[config.mk]
export PLATFORM = sky130hd
export DESIGN_NAME = tdc_readout_uart
export DESIGN_NICKNAME = d
export VERILOG_FILES = /design/src/rtl/tdc_readout_uart.sv
export SDC_FILE = /design/constraint.sdc
export NUM_CORES = 1
export LEC_CHECK = 0
export ABC_AREA = 1
export CORE_MARGIN = 1.5
export CORE_UTILIZATION = 45
export CTS_CLUSTER_SIZE = 8
export DETAILED_ROUTE_END_ITERATION = 6
export HOLD_SLACK_MARGIN = 0.1
export REMOVE_ABC_BUFFERS = 1
export SYNTH_ARGS = -nofsm -noshare
export SYNTH_HDL_FRONTEND = slang
export SYNTH_SLANG_ARGS = --single-unit
[constraint.sdc]
create_clock -name clk -period 2.9 [get_ports clk]
set_clock_uncertainty 0.05 [all_clocks]
set_input_delay 0.58 -clock clk [delete_from_list [all_inputs] [get_ports clk]]
set_output_delay 0.58 -clock clk [all_outputs]
set_load 0.01 [all_outputs]
[src/rtl/tdc_readout_uart.sv]
// rtl/tdc_readout_uart.sv - TDC time word FIFO and 8N1 UART framer
// Optional feature macro: TDC_READOUT_CHECKSUM_EN (appends an XOR checksum byte)
module tdc_readout_uart #(
  parameter int CLK_DIV = 16,
  parameter int FIFO_AW = 4
) (
  input  logic               clk,
  input  logic               reset,
  input  logic               time_valid,
  input  logic [31:0]        time_data,
  output logic               uart_tx,
  output logic               busy,
  output logic [FIFO_AW:0]   fifo_level,
  output logic [7:0]         overflow_cnt
);

  localparam int DEPTH = 1 << FIFO_AW;
  localparam int TW    = $clog2(CLK_DIV);
  localparam logic [TW-1:0]    BIT_LAST   = TW'(CLK_DIV - 1);
  localparam logic [FIFO_AW:0] LEVEL_FULL = (FIFO_AW + 1)'(DEPTH);
  localparam logic [FIFO_AW:0] LEVEL_ONE  = (FIFO_AW + 1)'(1);
`ifdef TDC_READOUT_CHECKSUM_EN
  localparam logic [2:0] BYTE_LAST = 3'd5;
`else
  localparam logic [2:0] BYTE_LAST = 3'd4;
`endif

  typedef enum logic [1:0] {
    S_IDLE,
    S_START,
    S_DATA,
    S_STOP
  } state_t;

  state_t               state_q;
  logic [31:0]          mem_q [DEPTH];
  logic [FIFO_AW-1:0]   wr_ptr_q;
  logic [FIFO_AW-1:0]   rd_ptr_q;
  logic [FIFO_AW:0]     level_q;
  logic [FIFO_AW:0]     level_d;
  logic [7:0]           ovf_q;
  logic [7:0]           ovf_d;
  logic [TW-1:0]        timer_q;
  logic [2:0]           bit_q;
  logic [2:0]           idx_q;
  logic [31:0]          word_q;
  logic [7:0]           byte_q;
  logic                 tx_q;
  logic                 busy_q;

  logic full;
  logic push;
  logic pop;

  // Fullness is taken from the registered level, so a same-cycle pop never rescues a strobe.
  assign full = (level_q == LEVEL_FULL);
  assign push = time_valid && !full;
  assign pop  = (state_q == S_IDLE) && (level_q != '0);

  // Byte sequence of a frame: sync, data MSB first, then optional checksum.
  function automatic logic [7:0] frame_byte(input logic [2:0] idx, input logic [31:0] w);
    logic [7:0] b;
    case (idx)
      3'd1:    b = w[31:24];
      3'd2:    b = w[23:16];
      3'd3:    b = w[15:8];
      3'd4:    b = w[7:0];
`ifdef TDC_READOUT_CHECKSUM_EN
      3'd5:    b = w[31:24] ^ w[23:16] ^ w[15:8] ^ w[7:0];
`endif
      default: b = 8'hA5;
    endcase
    return b;
  endfunction

  // Next level and saturating drop counter.
  always_comb begin
    level_d = level_q;
    case ({push, pop})
      2'b10:   level_d = level_q + LEVEL_ONE;
      2'b01:   level_d = level_q - LEVEL_ONE;
      default: level_d = level_q;
    endcase
    ovf_d = ovf_q;
    if (time_valid && full && (ovf_q != 8'hFF)) begin
      ovf_d = ovf_q + 8'd1;
    end
  end

  // FIFO storage; contents need no reset since the pointers define validity.
  always_ff @(posedge clk) begin
    if (push) begin
      mem_q[wr_ptr_q] <= time_data;
    end
  end

  // FIFO pointers, level and overflow counter.
  always_ff @(posedge clk) begin
    if (reset) begin
      wr_ptr_q <= '0;
      rd_ptr_q <= '0;
      level_q  <= '0;
      ovf_q    <= '0;
    end else begin
      if (push) wr_ptr_q <= wr_ptr_q + 1'b1;
      if (pop)  rd_ptr_q <= rd_ptr_q + 1'b1;
      level_q <= level_d;
      ovf_q   <= ovf_d;
    end
  end

  // UART framer FSM; line level and busy are registered alongside each transition.
  always_ff @(posedge clk) begin
    if (reset) begin
      state_q <= S_IDLE;
      timer_q <= '0;
      bit_q   <= '0;
      idx_q   <= '0;
      word_q  <= '0;
      byte_q  <= '0;
      tx_q    <= 1'b1;
      busy_q  <= 1'b0;
    end else begin
      case (state_q)
        S_IDLE: begin
          tx_q   <= 1'b1;
          busy_q <= 1'b0;
          if (pop) begin
            word_q  <= mem_q[rd_ptr_q];
            idx_q   <= 3'd0;
            byte_q  <= 8'hA5;
            timer_q <= '0;
            tx_q    <= 1'b0;
            busy_q  <= 1'b1;
            state_q <= S_START;
          end
        end
        S_START: begin
          if (timer_q == BIT_LAST) begin
            timer_q <= '0;
            bit_q   <= 3'd0;
            tx_q    <= byte_q[0];
            state_q <= S_DATA;
          end else begin
            timer_q <= timer_q + 1'b1;
          end
        end
        S_DATA: begin
          if (timer_q == BIT_LAST) begin
            timer_q <= '0;
            if (bit_q == 3'd7) begin
              tx_q    <= 1'b1;
              state_q <= S_STOP;
            end else begin
              // Shift so the next bit to send is always at position 1 of the old value.
              bit_q  <= bit_q + 3'd1;
              byte_q <= byte_q >> 1;
              tx_q   <= byte_q[1];
            end
          end else begin
            timer_q <= timer_q + 1'b1;
          end
        end
        S_STOP: begin
          if (timer_q == BIT_LAST) begin
            timer_q <= '0;
            if (idx_q == BYTE_LAST) begin
              busy_q  <= 1'b0;
              tx_q    <= 1'b1;
              state_q <= S_IDLE;
            end else begin
              idx_q   <= idx_q + 3'd1;
              byte_q  <= frame_byte(idx_q + 3'd1, word_q);
              tx_q    <= 1'b0;
              state_q <= S_START;
            end
          end else begin
            timer_q <= timer_q + 1'b1;
          end
        end
        default: begin
          tx_q    <= 1'b1;
          busy_q  <= 1'b0;
          state_q <= S_IDLE;
        end
      endcase
    end
  end

  assign uart_tx      = tx_q;
  assign busy         = busy_q;
  assign fifo_level   = level_q;
  assign overflow_cnt = ovf_q;

endmodule
=== After elaboration in Yosys (flattened, before gate mapping) ===
Memory sizes are Yosys's and may differ from the RTL's. A register that Yosys moved wholly into a read port is not among the register bits.
Index checks and enable logic that the tools add are counted.

* Flip-flop bits (word level): 43
* Input bits: 35
* Memory bits (writable): 512
* Memories kept: 1

{| class="wikitable"
|+ Memories
! memory !! words !! width !! rd ports !! clocked after Yosys merged registers in !! wr ports !! RTL line !! RTL
|-
| mem_q || 16 || 32 || 1 || 1 || 1 || 36 || <nowiki>logic [31:0] mem_q [DEPTH];</nowiki>
|}

* Mux-type cells: 39
* Add/subtract/negate cells: 8
* Reduce and logical (&&, ||, !) cells: 19
* Equality and inequality tests: 22

{| class="wikitable"
|+ Operators with widths
! operator !! number
|-
| two-way mux 8 bit || 5
|-
| case mux 8 bit (4 select lines) || 1
|-
| case mux 8 bit (3 select lines) || 1
|-
| two-way mux 3 bit || 6
|-
| inequality test 2 bit (second input constant) || 8
|-
| adder 4 x 1 -> 4 bit (second input constant) || 3
|-
| two-way mux 1 bit || 12
|-
| case mux 3 bit (2 select lines) || 2
|-
| two-way mux 2 bit || 5
|-
| case mux 5 bit (2 select lines) || 1
|-
| == test 3 bit (second input constant) || 3
|-
| adder 8 x 1 -> 8 bit (second input constant) || 1
|-
| two-way mux 4 bit || 2
|-
| inequality test 8 bit (second input constant) || 1
|-
| case mux 2 bit (4 select lines) || 1
|-
| case mux 4 bit (2 select lines) || 1
|-
| AND reduction 4 bit || 2
|-
| adder 3 x 1 -> 3 bit (second input constant) || 2
|-
| == test 2 bit (second input constant) || 3
|-
| == test 3 x 2 -> 1 bit (second input constant) || 2
|-
| AND reduction 3 bit || 2
|-
| AND reduction 6 bit || 1
|-
| nonzero test 2 bit || 3
|-
| adder 5 x 1 -> 5 bit (second input constant) || 1
|-
| other kinds (15) || 19
|}

=== Logic depth before layout (Yosys ltp) ===
Gate-level depths: netlist of run 1.

* Depth in word-level cells: 6
* Gate-level depth with buffers: 16
* Gate-level depth less buffers: 15

=== Least setup slack after synthesis of run 1 ===
OpenSTA, ideal clock, no wires.

* Path type: reg2reg
* From: reg level_q[0], in the netlist fifo_level[0]
* To: mem mem_q[11][0] (enable)
* Path buffers: 0
* Setup slack: 99 ps
* Arrival: 2330 ps
* Setup time: 421 ps
* Clock period less this slack: 2801 ps
* Stages on the path, launching flop included: 7
* Path through: dfxtp_1 -> nor2_2 -> nand3_1 -> nand2_2 -> inv_1 -> nand2_1 -> nor2_1

* Word-level cells in the longest chain between the ends: 5

{| class="wikitable"
|+ Ends and longest elaborated chain
! element !! RTL line !! RTL
|-
| start: declaration || 39 || <nowiki>logic [FIFO_AW:0] level_q;</nowiki>
|-
| start signal: assignment || 107 || <nowiki>level_q <= level_d;</nowiki>
|-
| == test 5 bit || 56 || <nowiki>assign full = (level_q == LEVEL_FULL);</nowiki>
|-
| zero test 1 bit || 57 || <nowiki>assign push = time_valid && !full;</nowiki>
|-
| logical AND 1 bit || 57 ||
|-
| two-way mux 1 bit || 92 || <nowiki>if (push) begin</nowiki>
|-
| two-way mux 1 bit (not written as such) || 93 || <nowiki>mem_q[wr_ptr_q] <= time_data;</nowiki>
|-
| end: declaration || 36 ||
|}

No other way between the ends.

=== Worst setup path in the final report of run 1 ===
* From: reg level_q[0], in the netlist fifo_level[0]
* To: out fifo_level[0]

{| class="wikitable"
|+ RTL lines
! element !! RTL line !! RTL
|-
| end: declaration || 13 || <nowiki>output logic [FIFO_AW:0] fifo_level,</nowiki>
|}

No word-level cell between the ends.

==> flow_metrics.py, run 1 <==
metrics = {
    "outcome": {
        "outcome": "finished, final reports clean",
    },
    "timing": {
        "final_max_slew_viol_count": 0,
        "period_share_pct": 78.69,
        "setup-tns-final_ns": 0,
        "hold_viol": 0,
        "rsz0062_at_grt": "false",
        "relSlewSlack_pct": 27.28,
        "whs_ns": 0.4332,
        "max_freq_mhz": 438.2,
        "worst_pin_slew_ns": 1.090,
        "setup_slack_ns": 0.6181,
        "period_needed_ns": 2.282,
        "finalSetupViolations": 0,
    },
    "place": {
        "dpl.cell_count": 3344,
        "place_hpwl_mm": 38.73,
        "port_buffers": 49,
        "place_congestion": 0.8664,
        "dpl-instance-area_um2": 27140,
        "place_ws_ns": 0.2429,
    },
    "finish": {
        "n_antenna_cell": 0,
        "fin_area_um2": 29380,
        "post-route-util_pct": 52.11,
        "layout.nets": 2730,
        "layout.cells.non_filler": 3457,
        "area_growth_pct": 14.32,
        "drive_gt1_share_pct": 7.183,
        "nFillCells": 5043,
    },
    "clock_network": {
        "cts_hold_buffers": 0,
        "cts_max_level": 3,
        "cts_resized": 0,
        "cts_buffer_depth": 3,
        "cts-root-buf": "clkbuf_16",
        "cts.clk_slew.worst_paths_ns": 0.05,
        "cts_buffers": 83,
        "cts_setup_buffers": 0,
        "worstSkewPairLatency_ns": 0.62,
        "cts_tree": "built",
        "cts_sinks": 587,
    },
    "detailed_routing": {
        "routed-via-count": 17792,
        "wl_mm": 65.36,
        "top_layer": "met4",
        "met3_length_mm": 4.569,
        "dr.pass1.iters": 6,
        "wl_met1_mm": 28.60,
        "wl_per_cell_um": 18.91,
        "drtIter0Drc": 1659,
        "drtAntennaViolNets": 0,
        "met2WireLength_mm": 30.15,
        "vias_per_cell": 5.147,
        "drc": 0,
    },
    "global_route": {
        "grt_max_degree": 157,
        "grt_overflow": 0,
        "grtUsageTotal_pct": 22.44,
        "grt_pass1_wl_mm": 100.2,
        "grt_pass1_vias": 17305,
        "grt_antenna_before_repair": 3,
    },
    "setup_path": {
        "cp.depth": 1,
        "crit_required_ns": 2.27,
        "max_stage_delay_ns": 0.59,
        "crit_type": "reg -> out",
        "worstSetupEndpointType": "output pin",
        "cp_top_family": "buffers and inverters",
        "crit_path_max_fanout": 5,
        "cp_slowest_cell": "clkdlybuf4s50_1",
        "crit_arrival_ns": 1.65,
        "setup.worst_path.start_class": "flip-flop",
        "rr_worst_depth": 14,
        "worstPathCellList": "clkdlybuf4s50_1",
        "path_buf_inv": 1,
    },
    "floorplan": {
        "placement_rows": 87,
        "core_area_um2": 56390,
        "initial_core_util_pct": 45.58,
        "dieArea_um2": 58560,
        "die_h_um": 242.0,
        "io_pins": 50,
        "fp.dieW_um": 242.0,
    },
    "logic_synthesis": {
        "ys.flop_type": "edfxtp_1",
        "synth_most_common_cell": "nand2_1",
        "async_flop_share_pct": 0,
        "ys_top_cells_by_area": "edfxtp_1 (60%), nand2_1 (13%), nand3_1 (7.6%)",
        "synth.distinct_cells": 33,
        "synth_top_area_cell": "edfxtp_1",
        "syn_inst": 2600,
        "yosysWarnings": 0,
        "yosysSeqAreaShare_pct": 65.66,
        "synth-edff-count": 512,
        "synthTopCellsByCount": "nand2_1 (902), edfxtp_1 (512), nand3_1 (392)",
        "syn_area_um2": 25700,
        "yosysTopAreaCellShare_pct": 59.82,
        "syn_area_per_cell_um2": 9.886,
        "ys_ff_latch": 587,
    },
    "power_and_ir_drop": {
        "netSwitchingPower_mw": 8.031,
        "ir_worst_vdd_mv": 0.7345,
        "seq_power_share_pct": 40.2,
        "switching_share_pct": 32.48,
        "power.internal_mw": 16.70,
        "clkPwrFrac_pct": 34.4,
        "p_leak_nw": 12.28,
        "combPwrFrac_pct": 25.3,
        "powerDensity_nw_per_um2": 841.6,
        "power.total_mw": 24.73,
    },
    "worst_hold_path": {
        "hold_depth": 2,
        "min_path_type": "reg -> reg",
    },
    "job": {
        "maxCapViolCount": 0,
    },
}
-- cells in the final DEF, fill, tap and decap left out, types with 6 or more instances in the layout --
cell type        instances
a21oi_1                 34
edfxtp_1               512
buf_12                  13
nand2_1                902
clkbuf_16               83
dfxtp_1                 71
buf_4                   57
ha_1                    22
nor3_1                   6
o21ai_0                 20
nand4_1                 16
nand3_1                392
clkbuf_1                24
inv_1                  329
nor2_4                  17
xor2_1                   8
nor2_1                 100
clkdlybuf4s50_1         48
-- sequential cells by signal, indices dropped and copies added (netlist names) --
register / flops
mem_q: 512
uart_tx: 1
rd_ptr_q: 4
overflow_cnt: 8
word_q: 32
state_q: 2
idx_q: 3
byte_q: 8
bit_q: 3
wr_ptr_q: 4
timer_q: 4
fifo_level: 5
busy: 1
-- cells by family (layout without fill, tap and decap cells) --
logic type | after synthesis | in the layout | share of synthesized area, %
AO/OA/AOI/OAI | 70 | 70 | 1.451
XOR/XNOR | 10 | 10 | 0.3408
adder cells (fa/ha/maj) | 22 | 22 | 1.071
buffers and inverters | 466 | 567 | 8.090
flip-flops | 587 | 587 | 65.66
AND/OR/NAND/NOR | 1445 | 1445 | 23.39
-- power by group through the flow --
stage                     sequential (mW)  clock, mW  combinational [mW]
after floorplan                      10.3          0                3.82
after global placement               10.1          0                6.18
after detailed placement             10.1          0                6.22
after CTS                            9.95       8.67                6.26
after global routing                 9.98       8.99                7.06
final                                9.95       8.52                6.26
-- area by class of cell --
cell class | count | area (um2) | share of cell area [%]
flip-flops and latches | 587 | 16890 | 57.47
multi-input cells | 1547 | 6868 | 23.37
clock buffers | 107 | 2167 | 7.375
inverters | 335 | 1265 | 4.305
repair buffers | 119 | 1174 | 3.994
well taps | 756 | 945.9 | 3.219
clock inverters | 6 | 77.57 | 0.2640
-- final timing paths --
kind,end,slack (ns),startpoint
worst max-delay path,fifo_level[0],0.62,fifo_level[0]
worst min-delay path,bit_q[1],0.43,bit_q[1]
worst max register to register,fifo_level[4],0.64,state_q[0]
worst min register to register,bit_q[1],0.43,bit_q[1]
-- layer usage --
| metal | up-vias | global-route usage (%) |
|---|---|---|
| met4 | 0 | 9.320 |
| met2 | 583 | 35.79 |
| met5 | - | 0 |
| met3 | 127 | 4.298 |
| met1 | 8482 | 30.18 |
| li1 | 8600 | - |
Note: power is estimated with default switching activity, not from simulation.
==> inputs of run 2 (changes only) <==
clock period = 2.1 ns   (was 2.9 ns; I/O delays follow)
==> run 2 against run 1 <==
- sequential share of layout area is 1.5 points lower
- die area did not move
- sequential power rose by 38%
- clock power rose by 40%
- first-iteration DRC count increased by 5.2%
- count of clock-buffer cells in the layout up 8
- cell count is 1.7% higher
- non-clock buffer count grew 52
- critical path depth did not move
- sequential cell count unchanged
- largest power group unchanged
- highest routed layer unchanged
==> flow_metrics.py, run 2 (same netlist as run 1, synthesis figures left out) <==
metrics = {
    "setup_path": {
        "path_buf_inv": 1,
        "worstSetupEndpointType": "output pin",
        "rr_endpoint": "mem_q[11][0]",
        "max_stage_delay_ns": 0.57,
        "cp_slowest_cell": "clkdlybuf4s50_1",
        "r2r-start": "fifo_level[2]",
        "r2r_slack_ns": 0.12,
        "cp.depth": 1,
        "crit_required_ns": 1.63,
        "crit_path_max_fanout": 4,
        "setup.worst_path.start_class": "flip-flop",
        "worstPathCellList": "clkdlybuf4s50_1",
        "cp_top_family": "buffers and inverters",
        "crit_arrival_ns": 1.59,
        "crit_type": "reg -> out",
        "rr_worst_depth": 9,
    },
    "finish": {
        "final_cell_mix": "nand2_1 (902), edfxtp_1 (512), nand3_1 (392)",
        "reg_top3": "mem_q (512), word_q (32)",
        "drive_gt1_share_pct": 9.200,
        "nFillCells": 5041,
        "layout.cells.non_filler": 3517,
        "top_register": "mem_q",
        "seq_area_um2": 16890,
        "n_antenna_cell": 0,
        "mostFrequentLayoutCell": "nand2_1",
        "largest_reg_flops": 512,
        "post-route-util_pct": 53.54,
        "multiInputGateArea_um2": 6888,
        "layout.nets": 2782,
        "area_growth_pct": 17.46,
    },
    "clock_network": {
        "cts_sinks": 587,
        "cts_max_level": 3,
        "worstSkewPairLatency_ns": 0.61,
        "cts_tree": "built",
        "cts_buffers": 83,
        "cts-root-buf": "clkbuf_16",
        "cts_setup_buffers": 0,
        "cts.clk_slew.worst_paths_ns": 0.05,
        "cts_buffer_depth": 3,
    },
    "timing": {
        "hold_viol": 0,
        "final_max_slew_viol_count": 0,
        "period_share_pct": 98.08,
        "period_needed_ns": 2.060,
        "whs_ns": 0.2570,
        "setup-tns-final_ns": 0,
        "max_freq_mhz": 485.5,
        "worst_pin_slew_ns": 0.7185,
        "finalSetupViolations": 0,
        "rsz0062_at_grt": "true",
        "setup_slack_ns": 0.04040,
        "relSlewSlack_pct": 51.95,
    },
    "power_and_ir_drop": {
        "power.internal_mw": 23.70,
        "clkPwrFrac_pct": 34.1,
        "powerDensity_nw_per_um2": 1157,
        "combPwrFrac_pct": 26.8,
        "netSwitchingPower_mw": 11.23,
        "p_leak_nw": 12.66,
        "seq_power_share_pct": 39.2,
        "switching_share_pct": 32.14,
        "ir_worst_vdd_mv": 0.9106,
    },
    "place": {
        "dpl.cell_count": 3396,
        "place_hpwl_mm": 38.92,
        "port_buffers": 49,
        "place_congestion": 0.8557,
        "place_ws_ns": -0.2385,
    },
    "floorplan": {
        "fp.dieW_um": 242.0,
        "io_pins": 50,
        "dieArea_um2": 58560,
        "core_area_um2": 56390,
        "die_h_um": 242.0,
        "placement_rows": 87,
        "initial_core_util_pct": 45.58,
    },
    "detailed_routing": {
        "drtIter0Drc": 1746,
        "drc": 0,
        "vias_per_cell": 5.067,
        "met2WireLength_mm": 29.60,
        "drtAntennaViolNets": 0,
        "met3_length_mm": 4.598,
        "dr.pass1.iters": 7,
        "wl_mm": 63.89,
        "wl_met1_mm": 28.30,
        "top_layer": "met4",
        "routed-via-count": 17821,
        "wl_per_cell_um": 18.17,
    },
    "worst_hold_path": {
        "hold_depth": 4,
        "hold_end": "byte_q[0]",
        "worstHoldStart": "reset",
        "min_path_type": "in -> reg",
    },
    "global_route": {
        "grt_overflow": 0,
        "grt_pass1_vias": 17308,
        "grtUsageTotal_pct": 21.98,
        "grt_max_degree": 69,
        "grt_antenna_before_repair": 0,
        "grt_pass1_wl_mm": 99.46,
    },
    "outcome": {
        "outcome": "finished, final reports clean",
    },
    "job": {
        "maxCapViolCount": 0,
    },
}
run 2: cell types whose count changed in the layout (fill, tap and decap cells not counted), sizes merged:
cell / before / now
buf: 71 / 123
clkbuf: 107 / 115
clkdlybuf4s50: 48 / 43
clkinv: 6 / 4
clkinvlp: 0 / 1
dlygate4sd2: 0 / 5
inv: 335 / 336
run 2: layout make-up:
| class | instances | share of cell area, % |
|---|---|---|
| flip-flops and latches | 587 | 55.95 |
| multi-input cells | 1547 | 22.81 |
| clock buffers | 115 | 7.348 |
| repair buffers | 171 | 6.320 |
| inverters | 335 | 4.190 |
| well taps | 756 | 3.133 |
| clock inverters | 6 | 0.2445 |
run 2: power by group through the flow:
| stage | Clock (mW) | Sequential (mW) | Combinational, mW |
|---|---|---|---|
| floorplan | 0 | 14.2 | 4.66 |
| global placement | 0 | 13.9 | 9.23 |
| detailed placement | 0 | 13.9 | 9.30 |
| CTS | 12.1 | 13.7 | 9.34 |
| global route | 12.6 | 13.7 | 10.5 |
| finish | 11.9 | 13.7 | 9.35 |
run 2: how the worst max path moves through the flow:
stage | slack, ns | end | start
floorplan | -5.26 | word_q[0] | rd_ptr_q[0]
global placement | -0.25 | fifo_level[4] | time_valid
detailed placement | -0.24 | mem_q[11][11] | time_valid
CTS | 0.007 | overflow_cnt[7] | overflow_cnt[7]
global route | -0.006 | fifo_level[4] | state_q[1]
finish | 0.04 | overflow_cnt[5] | overflow_cnt[5]
run 2: layer usage:
layer,vias to the layer above,GRT usage (%)
met3,102,4.132
met2,584,35.08
met1,8425,30.41
met5,-,0
met4,0,7.096
li1,8710,-
run 2: timing repair:
| item | CTS | global route |
|---|---|---|
| hold buffers | 0 | 0 |
| pin swaps | 0 | 1 |
| endpoints found under the hold margin | 0 | 0 |
| endpoints found under the setup margin | 6 | 5 |
| gates resized for setup | 6 | 7 |
run 2: metrics by stage:
step,power [mW],instance area (um2)
finish,34.93,30190
global route,36.81,30190
CTS,35.15,30170
detailed placement,23.20,27880
global placement,23.11,27880
floorplan,18.86,24890
